===== src/rtl/edge_bitmap_builder.sv =====
// Streaming edge detector: gradient against the left and above neighbours, thresholded into a WIDTH*DEPTH bitmap.
// Define EDGE_DIAG_EN to add an up-left diagonal term to the gradient sum.
module edge_bitmap_builder #(
   parameter int WIDTH  = 9,
   parameter int DEPTH  = 9,
   parameter int PIX_W  = 8,
   parameter int THRESH = 32
) (
   input  logic                   dclk,
   input  logic                   clr,
   input  logic [PIX_W-1:0]       pix_in,
   input  logic                   pix_valid,
   input  logic                   pix_sof,
   output logic                   pix_ready,
   output logic [WIDTH*DEPTH-1:0] bitmap,
   output logic                   bitmap_valid,
   input  logic                   bitmap_ack,
   output logic                   frame_err
);

   localparam int XW = $clog2(WIDTH);
   localparam int YW = $clog2(DEPTH);
   localparam int IW = $clog2(WIDTH * DEPTH);
`ifdef EDGE_DIAG_EN
   localparam int SUM_W = PIX_W + 2;
`else
   localparam int SUM_W = PIX_W + 1;
`endif

   typedef enum logic {ACCUM, HOLD} state_t;

   state_t           state, state_next;
   logic [XW-1:0]    x, ex;
   logic [YW-1:0]    y, ey;
   logic [PIX_W-1:0] linebuf [WIDTH];
   logic [PIX_W-1:0] left_reg;
   logic [PIX_W-1:0] left_pix, above_pix;
   logic [SUM_W-1:0] sum;
   logic [IW-1:0]    idx;
   logic             accept, edge_bit, last_pix, mid_frame;
`ifdef EDGE_DIAG_EN
   logic [PIX_W-1:0] upleft_reg;
   logic [PIX_W-1:0] upleft_pix;
`endif

   function automatic logic [PIX_W-1:0] absdiff(input logic [PIX_W-1:0] a, input logic [PIX_W-1:0] b);
      return (a > b) ? a - b : b - a;
   endfunction

   assign pix_ready    = (state == ACCUM);
   assign bitmap_valid = (state == HOLD);
   assign accept       = pix_valid && pix_ready;

   // A start-of-frame pixel is always treated as position (0,0), whatever the counters say.
   assign ex        = pix_sof ? '0 : x;
   assign ey        = pix_sof ? '0 : y;
   assign mid_frame = (x != '0) || (y != '0);
   assign last_pix  = (ex == XW'(WIDTH - 1)) && (ey == YW'(DEPTH - 1));
   assign idx       = IW'(int'(ey) * WIDTH + int'(ex));

   assign left_pix  = (ex == '0) ? pix_in : left_reg;
   assign above_pix = (ey == '0) ? pix_in : linebuf[ex];

`ifdef EDGE_DIAG_EN
   // upleft_reg holds linebuf[x-1] as read on the previous accept, i.e. before that accept's write.
   assign upleft_pix = (ex == '0 || ey == '0) ? pix_in : upleft_reg;
   assign sum = SUM_W'(absdiff(pix_in, left_pix)) + SUM_W'(absdiff(pix_in, above_pix))
              + SUM_W'(absdiff(pix_in, upleft_pix));
`else
   assign sum = SUM_W'(absdiff(pix_in, left_pix)) + SUM_W'(absdiff(pix_in, above_pix));
`endif

   assign edge_bit = (sum > SUM_W'(THRESH));

   always_comb begin
      state_next = state;
      case (state)
         ACCUM: if (accept && last_pix) state_next = HOLD;
         HOLD:  if (bitmap_ack)         state_next = ACCUM;
         default: state_next = ACCUM;
      endcase
   end

   // NOTE: all state here uses non-blocking assignments so every register samples pre-edge values.
   always_ff @(posedge dclk) begin
      if (clr) begin
         state     <= ACCUM;
         x         <= '0;
         y         <= '0;
         left_reg  <= '0;
         bitmap    <= '0;
         frame_err <= 1'b0;
         // NOTE: the line buffer is a small register file, so it is cleared explicitly rather than left undefined.
         for (int i = 0; i < WIDTH; i++) linebuf[i] <= '0;
`ifdef EDGE_DIAG_EN
         upleft_reg <= '0;
`endif
      end else begin
         state <= state_next;
         if (accept) begin
            linebuf[ex] <= pix_in;
            left_reg    <= pix_in;
`ifdef EDGE_DIAG_EN
            upleft_reg  <= linebuf[ex];
`endif
            // A restart discards the partial frame; the later write to bit 0 wins over the clear.
            if (pix_sof && mid_frame) begin
               bitmap    <= '0;
               frame_err <= 1'b1;
            end
            bitmap[idx] <= edge_bit;
            if (ex == XW'(WIDTH - 1)) begin
               x <= '0;
               y <= (ey == YW'(DEPTH - 1)) ? '0 : ey + YW'(1);
            end else begin
               x <= ex + XW'(1);
               y <= ey;
            end
         end
      end
   end

endmodule


===== config.mk =====
export PLATFORM = sky130hd
export DESIGN_NAME = edge_bitmap_builder
export DESIGN_NICKNAME = d
export VERILOG_FILES = /design/src/rtl/edge_bitmap_builder.sv
export SDC_FILE = /design/constraint.sdc
export NUM_CORES = 1
export LEC_CHECK = 0
export ABC_AREA = 1
export BUFFER_PORTS_ARGS = -buffer_cell sky130_fd_sc_hd__buf_2
export CAP_MARGIN = 10
export CORE_MARGIN = 2
export CORE_UTILIZATION = 35
export DETAILED_ROUTE_END_ITERATION = 10
export PLACE_DENSITY = 0.54
export SETUP_SLACK_MARGIN = 0.3
export SYNTH_ARGS = -nofsm -noshare
export SYNTH_HDL_FRONTEND = slang
export SYNTH_SLANG_ARGS = --single-unit
export TNS_END_PERCENT = 20

===== constraint.sdc =====
create_clock -name dclk -period 5.45 [get_ports dclk]
set_input_delay 0.8175 -clock dclk [delete_from_list [all_inputs] [get_ports dclk]]
set_output_delay 0.8175 -clock dclk [all_outputs]
set_load 0.02 [all_outputs]

Yosys cells after proc, flatten, opt, wreduce, memory -nomap -nowiden
Memory sizes are Yosys's and may differ from the RTL's.
Index checks and enable logic that the tools add are counted.
{ "classes": {"addsub": 8, "n_lt_le_gt_ge": 5, "n_bitwise": 1, "mux": 26, "n_mul": 1, "reduce_logical": 12, "eq_ne": 2} }
{ "op_table": {"columns": ["cell", "count"], "rows": [
  ["81-bit 2-to-1 mux", 3],
  ["81-bit bitwise mux", 1],
  ["8-bit 2-to-1 mux", 5],
  ["8-bit subtractor", 4],
  ["4-bit 2-to-1 mux", 6],
  ["8-bit greater-than comparator", 2],
  ["8-bit by 8-bit adder with 9-bit output", 1],
  ["9-bit by 6-bit greater-than comparator with 1-bit output (second input constant)", 1],
  ["1-bit 2-to-1 mux", 9],
  ["4-bit by 1-bit adder with 4-bit output (second input constant)", 2],
  ["4-bit equality test (second input constant)", 2],
  ["4-bit logical NOT", 2],
  ["7-bit by 8-bit < comparator with 1-bit output (second input constant)", 1],
  ["4-bit nonzero test", 2],
  ["8-bit OR reduction", 1],
  ["7-bit by 4-bit adder with 7-bit output", 1],
  ["1-bit demux with 7-bit select", 1],
  ["7-bit by 1-bit >= comparator with 1-bit output (second input constant)", 1],
  ["4-bit by 4-bit multiplier with 7-bit output (second input constant)", 1],
  ["1-bit logical AND", 5],
  ["1-bit case mux with 2 select lines", 1],
  ["2-bit AND reduction", 1],
  ["1-bit logical OR", 1],
  ["1-bit NOT", 1]
]} }
{ "word_totals": {"inputBits": 13, "reg_bits": 99, "n_memories": 1, "ram_bits": 72, "wordCells": 62, "output_inout_bits": 84} }
{ "memory_table": {"columns": ["memory", "depth", "width", "rd", "rd_ports_with_merged_regs", "wr", "line", "rtl"], "rows": [
  ["linebuf", 9, 8, 1, 0, 9, "35", "logic [PIX_W-1:0] linebuf [WIDTH];"]
]} }

Longest topological paths before layout
Gate-level depths: netlist (run 1).
{ "logic_depth": {"depth_word": 8, "depth_mapped": 39, "mapped_depth_nobuf": 34} }

Least setup slack after synthesis (run 1)
No wires, ideal clock.
{ "synth_path": {"path_kind": "input-to-reg", "startpoint": "input pix_sof", "endpoint": "register bitmap[57]", "t_required_ns": 5.322, "arrival_time_ns": 5.243, "slack_ns": 0.079, "path_buffers": 6, "path_stages": 31, "setup_ns": 0.128, "cell_sequence": "buf_6 inv_1 nand2_1 clkbuf_1 ha_1 inv_1 nor2_1 inv_1 buf_2 o21a_1 inv_1 ha_1 buf_2 a21oi_1 o21ai_1 a21oi_1 nand2_1 nand2_1 buf_2 mux2i_1 fa_1 or2_2 nor2_1 nand2_1 nor2_1 nand2_1 nand2_1 nand3_2 clkbuf_1 o21ai_0 nor2_1"} }
{ "synth_between": {"elab_chain_len": 8, "word_cells_on_any_way": 29, "cone_classes": "add/sub (6); mul (1); order compare (5); mux (12); reduce/logical (4); memory (1)"} }
{ "synth_rtl": {"columns": ["item", "line", "rtl"], "rows": [
  ["from (decl)", "13", "input logic pix_sof,"],
  ["4-bit 2-to-1 mux, on equally long branches", "56, 55", null],
  ["4-bit by 4-bit multiplier with 7-bit output (tied with other cells)", "59", "assign idx = IW'(int'(ey) * WIDTH + int'(ex));"],
  ["7-bit by 4-bit adder with 7-bit output (tied with other cells)", "59", null],
  ["7-bit by 8-bit < comparator with 1-bit output (not written as such) (tied with other cells)", "111", "bitmap[idx] <= edge_bit;"],
  ["1-bit logical AND (not written as such) or 8-bit 2-to-1 mux (tied branches)", "111, 47", null],
  ["1-bit 2-to-1 mux (not written as such) or 8-bit by 8-bit adder with 9-bit output (tied branches)", "111, 70", null],
  ["1-bit demux with 7-bit select or 9-bit by 6-bit greater-than comparator with 1-bit output (tied branches)", "111, 73", null],
  ["81-bit bitwise mux *", "111", null],
  ["to (signal, indexed assignment)", "111", null],
  ["to (decl)", "15", "output logic [WIDTH*DEPTH-1:0] bitmap,"]
]} }
Mark *: on every way between the ends. The rest lies on a longest branch, timed or not. The select of a mux whose other input is x is not followed.
A chain may end at the register's enable or synchronous reset.

Worst setup path in the final report (run 1)
{ "layout_path": {"startpoint": "input pix_sof", "endpoint": "register bitmap[22]"} }
The elaborated chain is that of the path after synthesis.

==> run metrics, run 1 <==
Slew HR 26.0%; drt initial violations 732; H-tree levels 1; synthesized area 0.0127 mm2; crit path DAT 5170 ps; layout cells sized above 1 16.8%; unrepaired setup endpoints after global routing no; Power Dens Cells 319 mW/mm2; crit path time final 4760 ps; Root Buffer clkbuf_16; fmax 0.210 GHz; DR pass1 iterations 5; most frequent CP cell nand2_1; status finished, final reports clean; Synth area leader edfxtp_1; final core utilization 42.6%; count leader, synth nand2_1; DP Wirelength 26,900 um; clk_lat worst skew 550 ps; Worst path max stage delay 430 ps; RePlAce Congestion 0.861; Initial Util 35.6%; Setup crit end kind register; num ports 97; WS Path Type primary input to register; Mapped Nets 1,667; max FFs per register 128; Least-Margin Pin Slew 1110 ps; full die area 0.0378 mm2; DRC Markers 0; Post-Synthesis Cells 1,593; GRT Util Overall 20.0%; pin count of the biggest net entering global routing 56; Final nets 1,810; Area growth syn-to-layout 19.6%; vias 11,200; Yosys warning total 0; number of synthesized flops with an enable pin 128; Reg area 0.00583 mm2; maximum VDD drop 0.000301 V; CP Max Fanout 40; Avg Cell Area, Syn 7.97 um2; max cap viols 0; P_leak 6.79 nW; post-place instance area 0.0142 mm2; number of antenna violations at the first check in global routing 0; met2 WL 18,100 um; final number of hold-violating endpoints 0; detailed-route wire length 37,800 um; commonest register cell after synthesis edfxtp_1; first-pass GRT wire length 60,600 um; # fillers 3,613; sequential fraction of the synthesis area 45.9%; design area 0.0152 mm2; Worst EP required 5860 ps; FP Rows 69; total power draw 4.85 mW; clk_skew 11.5 ps; post-synthesis async set-or-reset flop share 0%; Max Slew Vio Count 0; Die Height 195 um; Top Layer Used met4; PortBufs 96; fin crit share 87.3%; Core ar. 0.0357 mm2; total gr overflow 0; top cells by area, synth edfxtp_1, dfxtp_1, nand2_1; CP max stage cell fa_1; Yosys reg bits 227; routed wl met3 1740 um; WL/cell 17.1 um; area share of the largest cell type after synthesis 30.3%; startpoint types primary input; via/cell ratio 5.06; vias in the first global route 11,000; library cells used by synthesis 45; Setup-failing EPs final 0; CTS buffer count 27; Metal-1 WL 17,100 um; CTS tree done; CTS sink cnt 227; Layout Cells excl Fill 2,216; Chip Width 195 um; Hold Path Class register to register; Clk pin slew, worst setup/hold paths 60 ps; post-route ant nets 0; Clock Tree Buf Depth 3; Commonest cells post-synth nand2_1, nor2_1, edfxtp_1, inv_1, dfxtp_1; multi-input logic area 0.00606 mm2; hold buffers post-CTS 0; ANT cells 0; DP Cell Count 2,167
[power breakdown]
| group | switching, mW | leakage [nW] | internal, mW |
|---|---|---|---|
| combinational | 0.732 | 4.30 | 0.435 |
| sequential | 0.0141 | 2.05 | 1.84 |
| clock | 0.753 | 0.437 | 1.07 |
| total | 1.50 | 6.79 | 3.35 |
[routing by layer]
layer | GRT usage [%] | vias up
met5 | 0 | -
met4 | 5.36 | 0
met3 | 2.27 | 56
met2 | 34.5 | 294
met1 | 26.5 | 5300
li1 | - | 5563
[logic make-up (layout without fill, tap and decap cells)]
| family | count (synthesis) | in the layout | synth area share [%] |
|---|---|---|---|
| mux | 2 | 2 | 0.158 |
| fa+ha+maj | 61 | 61 | 6.36 |
| flops | 227 | 227 | 45.9 |
| buf+inv | 214 | 376 | 7.26 |
| simple gates | 819 | 819 | 27.0 |
| compound gates | 255 | 255 | 12.3 |
| xor+xnor | 15 | 15 | 1.03 |
[final timing paths]
check,from,endpoint,slack [ps],cells after the start
max,pix_sof,bitmap[22]$_SDFFE_PP0P_,690,27
min,frame_err$_SDFFE_PP0P_,frame_err$_SDFFE_PP0P_,450,2
max reg2reg,x[0]$_SDFFE_PP0P_,bitmap[22]$_SDFFE_PP0P_,720,27
min reg2reg,frame_err$_SDFFE_PP0P_,frame_err$_SDFFE_PP0P_,450,2
[stage by stage]
step | setup slack [ps] | setup TNS (ps) | hold WS (ps)
2_1_floorplan | 304 | 0 | 445
3_3_place_gp | -122 | -3880 | 436
6_report | 694 | 0 | 452
4_1_cts | 382 | 0 | 446
5_1_grt | 282 | 0 | 484
3_5_place_dp | -81.6 | -1490 | 445
[cells in the final DEF (no fill, tap or decap), types with 6 or more instances in the layout]
cell / instances
nand2_1: 429
nor2_1: 232
edfxtp_1: 128
inv_1: 124
dfxtp_1: 97
buf_2: 96
buf_4: 87
nand3_1: 86
a21oi_1: 84
ha_1: 55
o21ai_0: 50
o21a_1: 31
clkbuf_16: 29
o21ai_1: 28
nor3_1: 15
xor2_1: 14
a32o_1: 14
nor2_4: 13
nand4_1: 11
o221ai_1: 11
nor2_2: 8
a22oi_1: 7
inv_2: 6
o21bai_1: 6
nand3b_1: 6
fa_1: 6
buf_12: 6
[critical path, delay by kind of cell]
kind / cells / cell delay [ps]
adder cells (fa/ha/maj): 3 / 1030
AND/OR/NAND/NOR: 12 / 1390
AO/OA/AOI/OAI: 5 / 900
multiplexers: 1 / 140
buffers and inverters: 6 / 820
[final cells by class]
class / count / area share, %
Tap cell: 461 / 3.80
Sequential cell: 227 / 38.4
Multi-Input combinational cell: 1152 / 39.9
Timing Repair Buffer: 195 / 8.72
Clock buffer: 35 / 5.19
Inverter: 133 / 3.30
Clock inverter: 13 / 0.766
[what timing repair did]
action | 4_1_cts | 5_1_grt
resized for setup | 0 | 37
setup endpoints to repair | 0 | 81
endpoints found under the hold margin | 0 | 0
buffers inserted | 0 | 1
Power figures use the tool's default switching activity.
==> run 2: changes to the inputs <==
CELL_PAD_IN_SITES_DETAIL_PLACEMENT = 0   (was unset)
CELL_PAD_IN_SITES_GLOBAL_PLACEMENT = 1   (was unset)
PLACE_DENSITY = 0.68   (was 0.54)
SETUP_SLACK_MARGIN = 0.1   (was 0.3)
==> run metrics, run 2 (synthesis results as in run 1) <==
grt met2 use 33.9% (was 34.5%); Least-Margin Pin Slew 890 ps (was 1110 ps); detailed-route wire length 37,800 um (about the same); clk_lat worst skew 560 ps (was 550 ps); met3 layer usage reported by global route 2.60% (was 2.27%); status finished, final reports clean (unchanged); total gr overflow 0 (unchanged); ANT cells 0 (unchanged); DP Wirelength 26,900 um (about the same); power share of the clock group 40.6% (was 37.6%); Root Buffer clkbuf_16 (unchanged); Setup-failing EPs final 0 (unchanged); worst r2r path cells 32 (was 27); Max Slew Vio Count 0 (unchanged); gr busiest metal met2 (unchanged); vias 11,200 (about the same); most common cell after layout, fill and taps aside nand2_1 (unchanged); CTS sink cnt 227 (unchanged); Core ar. 0.0357 mm2 (unchanged); pin count of the biggest net entering global routing 60 (was 56); WHS Endpoint frame_err$_SDFFE_PP0P_ (unchanged); full die area 0.0378 mm2 (unchanged); Gate power share 23.3% (was 24.1%); fin crit share 90.3% (was 87.3%); PortBufs 96 (unchanged); Clk pin slew, worst setup/hold paths 60 ps (about the same); M1 GR Usage 27.1% (was 26.5%); via/cell ratio 4.98 (was 5.06); Setup crit end kind register (unchanged); FP Rows 69 (unchanged); Slew HR 40.7% (was 26.0%); num ports 97 (unchanged); maximum VDD drop 0.000235 V (was 0.000301 V); FF-to-FF Start x[0]$_SDFFE_PP0P_ (unchanged); Worst R2R Setup Slack 640 ps (was 720 ps); multi-input logic area 0.00600 mm2 (was 0.00606 mm2); clk_skew 16.3 ps (was 11.5 ps); # fillers 3,569 (was 3,613); P_leak 6.97 nW (was 6.79 nW); CTS tree done (unchanged); CP Max Fanout 32 (was 40); final number of hold-violating endpoints 0 (unchanged); unrepaired setup endpoints after global routing no (unchanged); GRT Util Overall 20.0% (about the same); worst hold slack 447 ps (was 452 ps); Clock Tree Buf Depth 3 (unchanged); Initial Util 35.6% (unchanged); vias in the first global route 11,000 (about the same); crit path DAT 5330 ps (was 5170 ps); Crit path max-delay family simple AND/OR/NAND/NOR gates (unchanged); layout cells sized above 1 17.8% (was 16.8%); final core utilization 43.4% (was 42.6%); DR pass1 iterations 5 (unchanged); Switching Fraction 29.6% (was 30.9%); Hold Path Class register to register (unchanged); R2R Path End bitmap[69]$_SDFFE_PP0P_ (was bitmap[22]$_SDFFE_PP0P_); drt initial violations 610 (was 732); Flop pwr share 36.2% (was 38.3%); Hold Path Depth 2 (unchanged); H-tree levels 1 (unchanged); CP max stage cell fa_1 (unchanged); startpoint types primary input (unchanged); Switch Pwr 1.52 mW (was 1.50 mW); Critical path buffers and inverters 7 (was 6); Reg area 0.00583 mm2 (about the same); Worst path max stage delay 460 ps (was 430 ps); DRC Markers 0 (unchanged); max cap viols 0 (unchanged); RePlAce Congestion 0.852 (was 0.861); Internal 3.61 mW (was 3.35 mW); CTS buffer count 27 (unchanged); most frequent CP cell nand2_1 (unchanged); max FFs per register 128 (unchanged); Die Height 195 um (unchanged); fmax 0.203 GHz (was 0.210 GHz); WS Path Type primary input to register (unchanged); Final nets 1,839 (was 1,810); Power Dens Cells 331 mW/mm2 (was 319 mW/mm2); hold path startpoint frame_err$_SDFFE_PP0P_ (unchanged); number of antenna violations at the first check in global routing 0 (unchanged); Area growth syn-to-layout 21.9% (was 19.6%); post-route ant nets 0 (unchanged); crit path time final 4920 ps (was 4760 ps); first-pass GRT wire length 60,300 um (was 60,600 um); Chip Width 195 um (unchanged); commonest cells after routing, fill and taps aside nand2_1, nor2_1, edfxtp_1 (unchanged); Worst EP required 5860 ps (about the same); WL/cell 16.8 um (was 17.1 um)
## run 2: cell types whose count changed in the layout (fill, tap and decap cells not counted), sizes merged
cell,previous run,this run
bufinv,1,8
buf,195,224
inv,133,132
clkinv,9,8
clkinvlp,3,1
clkbuf,35,33
## run 2: final cells by class
class	count	share of cell area, %
clock buffer	33	4.64
inverter	133	3.24
clock inverter	16	1.97
timing repair buffer	224	10.0
tap	461	3.73
multi-input combinational	1152	38.8
sequential	227	37.6
## run 2: stage by stage
stage                     setup TNS (ps)  setup slack [ps]  total power, mW  std cells  cell area [um2]
final                                  0               530             5.13       2246            15500
after detailed placement          -10870              -219             3.04       2197            14400
after global routing                   0               114             5.38       2246            15500
after floorplan                        0               120             2.62       1593            12700
after global placement             -7120              -152             3.05       2197            14400
after CTS                              0               317             5.12       2246            15400
## run 2: worst max-delay path by stage
| stage | from | to | slack, ps | cells past startpoint |
|---|---|---|---|---|
| final | pix_sof | bitmap[69]$_SDFFE_PP0P_ | 530 | 29 |
| after global routing | x[0]$_SDFFE_PP0P_ | bitmap[4]$_SDFFE_PP0P_ | 110 | 34 |
| after CTS | pix_sof | bitmap[23]$_SDFFE_PP0P_ | 320 | 29 |
| after detailed placement | pix_sof | bitmap[25]$_SDFFE_PP0P_ | -220 | 29 |
| after global placement | pix_sof | bitmap[25]$_SDFFE_PP0P_ | -150 | 29 |
| after floorplan | pix_sof | bitmap[57]$_SDFFE_PP0P_ | 120 | 32 |
## run 2: worst reg2reg max path: cells and delay by family, from the launching register on
family | cells | cell delay, ps
AND/OR/NAND/NOR | 17 | 1690
buffers and inverters | 8 | 1110
AO/OA/AOI/OAI | 4 | 690
adder cells (fa/ha/maj) | 2 | 610
flip-flops | 1 | 380
XOR/XNOR | 1 | 170
## run 2: power groups by stage
stage | sequential, mW | clock, mW | combinational, mW
floorplan | 1.89 | 0 | 0.725
global placement | 1.89 | 0 | 1.16
detailed placement | 1.89 | 0 | 1.15
CTS | 1.85 | 2.11 | 1.15
global route | 1.86 | 2.18 | 1.34
finish | 1.85 | 2.08 | 1.19
## run 2: per-layer routing
metal  wire (um)  share of wire [%]  up-vias
met3        1680                4.4       51
met1       17700                 47     5249
met5           0                  0        -
li1            -                  -     5632
met2       17600                 47      250
met4         848                2.2        0
## run 2: repair_timing
action	4_1_cts	5_1_grt
hold buffers	0	0
resized for setup	0	21
setup endpoints to repair	0	81
setup buffers	0	0
==> run 3: changes to the inputs <==
PLACE_DENSITY = unset   (was 0.68)
PLACE_DENSITY_LB_ADDON = 0.1   (was unset)
==> run metrics, run 3 (synthesis results as in run 1) <==
status finished, final reports clean (unchanged); Initial Util 35.6% (unchanged); max cap viols 0 (unchanged); via/cell ratio 5.03 (was 4.98); worst r2r path cells 29 (was 32); Switching Fraction 31.6% (was 29.6%); Worst EP required 5860 ps (about the same); RePlAce Congestion 0.869 (was 0.852); postcts setup bufs 0 (unchanged); Clk pin slew, worst setup/hold paths 60 ps (about the same); fin crit share 89.9% (was 90.3%); DR pass1 iterations 5 (unchanged); Root Buffer clkbuf_16 (unchanged); final number of hold-violating endpoints 0 (unchanged); vias 11,100 (was 11,200); Slew HR 25.7% (was 40.7%); ANT cells 0 (unchanged); WL/cell 18.4 um (was 16.8 um); Max Slew Vio Count 0 (unchanged); Switch Pwr 1.53 mW (was 1.52 mW); PortBufs 96 (unchanged); Core ar. 0.0357 mm2 (unchanged); DP Wirelength 28,000 um (was 26,900 um); fmax 0.204 GHz (was 0.203 GHz); Chip Width 195 um (unchanged); Hold Path Class register to register (unchanged); startpoint types primary input (unchanged); CP Max Fanout 39 (was 32); Internal 3.31 mW (was 3.61 mW); CTS sink cnt 227 (unchanged); power share of the clock group 37.1% (was 40.6%); Fin Setup TNS 0 ps (unchanged); CTS tree done (unchanged); drt initial violations 713 (was 610); Worst path max stage delay 320 ps (was 460 ps); Setup-failing EPs final 0 (unchanged); FP Rows 69 (unchanged); Power Dens Cells 321 mW/mm2 (was 331 mW/mm2); Gate power share 24.6% (was 23.3%); clk_lat worst skew 560 ps (about the same); DRC Markers 0 (unchanged); number of antenna violations at the first check in global routing 0 (unchanged); unrepaired setup endpoints after global routing no (unchanged); layout cells sized above 1 16.0% (was 17.8%); Least-Margin Pin Slew 1110 ps (was 890 ps); full die area 0.0378 mm2 (unchanged); first-pass GRT wire length 62,200 um (was 60,300 um); hold buffers post-CTS 0 (unchanged); most common cell after layout, fill and taps aside nand2_1 (unchanged); vias in the first global route 10,700 (was 11,000); CTS buffer count 27 (unchanged); commonest cells after routing, fill and taps aside nand2_1, nor2_1, edfxtp_1 (unchanged); max FFs per register 128 (unchanged); WS Path Type primary input to register (unchanged); post-route ant nets 0 (unchanged); CP max stage cell ha_1 (was fa_1); maximum VDD drop 0.000217 V (was 0.000235 V); most frequent CP cell nand2_1 (unchanged); Clock Tree Buf Depth 3 (unchanged); Setup crit end kind register (unchanged); Die Height 195 um (unchanged); detailed-route wire length 40,500 um (was 37,800 um); clk_skew 15.5 ps (was 16.3 ps); Flop pwr share 38.3% (was 36.2%); final core utilization 42.3% (was 43.4%); design area 0.0151 mm2 (was 0.0155 mm2); GRT Util Overall 21.0% (was 20.0%); crit path DAT 5310 ps (was 5330 ps); num ports 97 (unchanged); pin count of the biggest net entering global routing 82 (was 60); P_leak 6.72 nW (was 6.97 nW); post-place instance area 0.0141 mm2 (was 0.0144 mm2); H-tree levels 1 (unchanged); post-CTS sizing 0 (unchanged); crit path time final 4900 ps (was 4920 ps); Final nets 1,801 (was 1,839); total gr overflow 0 (unchanged); Area growth syn-to-layout 18.7% (was 21.9%); Hold Path Depth 2 (unchanged)
==> run 3: changes by cell type in the layout (fill, tap and decap cells not counted), sizes merged <==
cell,delta
buf,-39
bufinv,-7
clkbuf,+7
clkinvlp,+1
==> run 3: critical path, delay by kind of cell <==
| family | cells | cell delay [ps] |
|---|---|---|
| AND/OR/NAND/NOR | 16 | 1770 |
| XOR/XNOR | 1 | 170 |
| AO/OA/AOI/OAI | 5 | 740 |
| buffers and inverters | 8 | 1100 |
| adder cells (fa/ha/maj) | 2 | 640 |
==> run 3: area by class of cell <==
type | count | area, um2
fill | 3700 | 20600
multi-input combinational | 1152 | 6040
sequential | 227 | 5830
timing repair buffer | 186 | 1250
clock buffer | 39 | 791
tap | 461 | 577
inverter | 133 | 502
clock inverter | 10 | 95.1
==> run 3: power by group through the flow <==
stage / logic (mW) / registers (mW) / clock network, mW
after floorplan: 0.725 / 1.89 / 0
after global placement: 1.12 / 1.89 / 0
after detailed placement: 1.11 / 1.89 / 0
after CTS: 1.12 / 1.85 / 1.84
after global routing: 1.34 / 1.86 / 1.90
final: 1.19 / 1.85 / 1.80
==> run 3: worst paths after layout <==
| check | start | end | slack, ps |
|---|---|---|---|
| max | pix_sof | bitmap[9]$_SDFFE_PP0P_ | 550 |
| max reg2reg | x[0]$_SDFFE_PP0P_ | bitmap[9]$_SDFFE_PP0P_ | 600 |
| min reg2reg | frame_err$_SDFFE_PP0P_ | frame_err$_SDFFE_PP0P_ | 440 |
| min | frame_err$_SDFFE_PP0P_ | frame_err$_SDFFE_PP0P_ | 440 |
==> run 3: metal layers <==
metal | GRT usage, % | routed length, um | vias up
met4 | 4.19 | 633 | 0
li1 | - | - | 5550
met1 | 29.1 | 19200 | 5294
met5 | 0 | 0 | -
met3 | 2.57 | 1720 | 47
met2 | 35.3 | 19000 | 223
==> run 3: per-stage QoR <==
step	setup slack, ps	total power [mW]	hold WS (ps)	std cells
4_1_cts	260	4.81	420	2206
6_report	552	4.84	444	2208
2_1_floorplan	120	2.62	445	1593
3_3_place_gp	-267	3.01	434	2157
5_1_grt	122	5.10	450	2208
3_5_place_dp	-294	3.00	439	2157
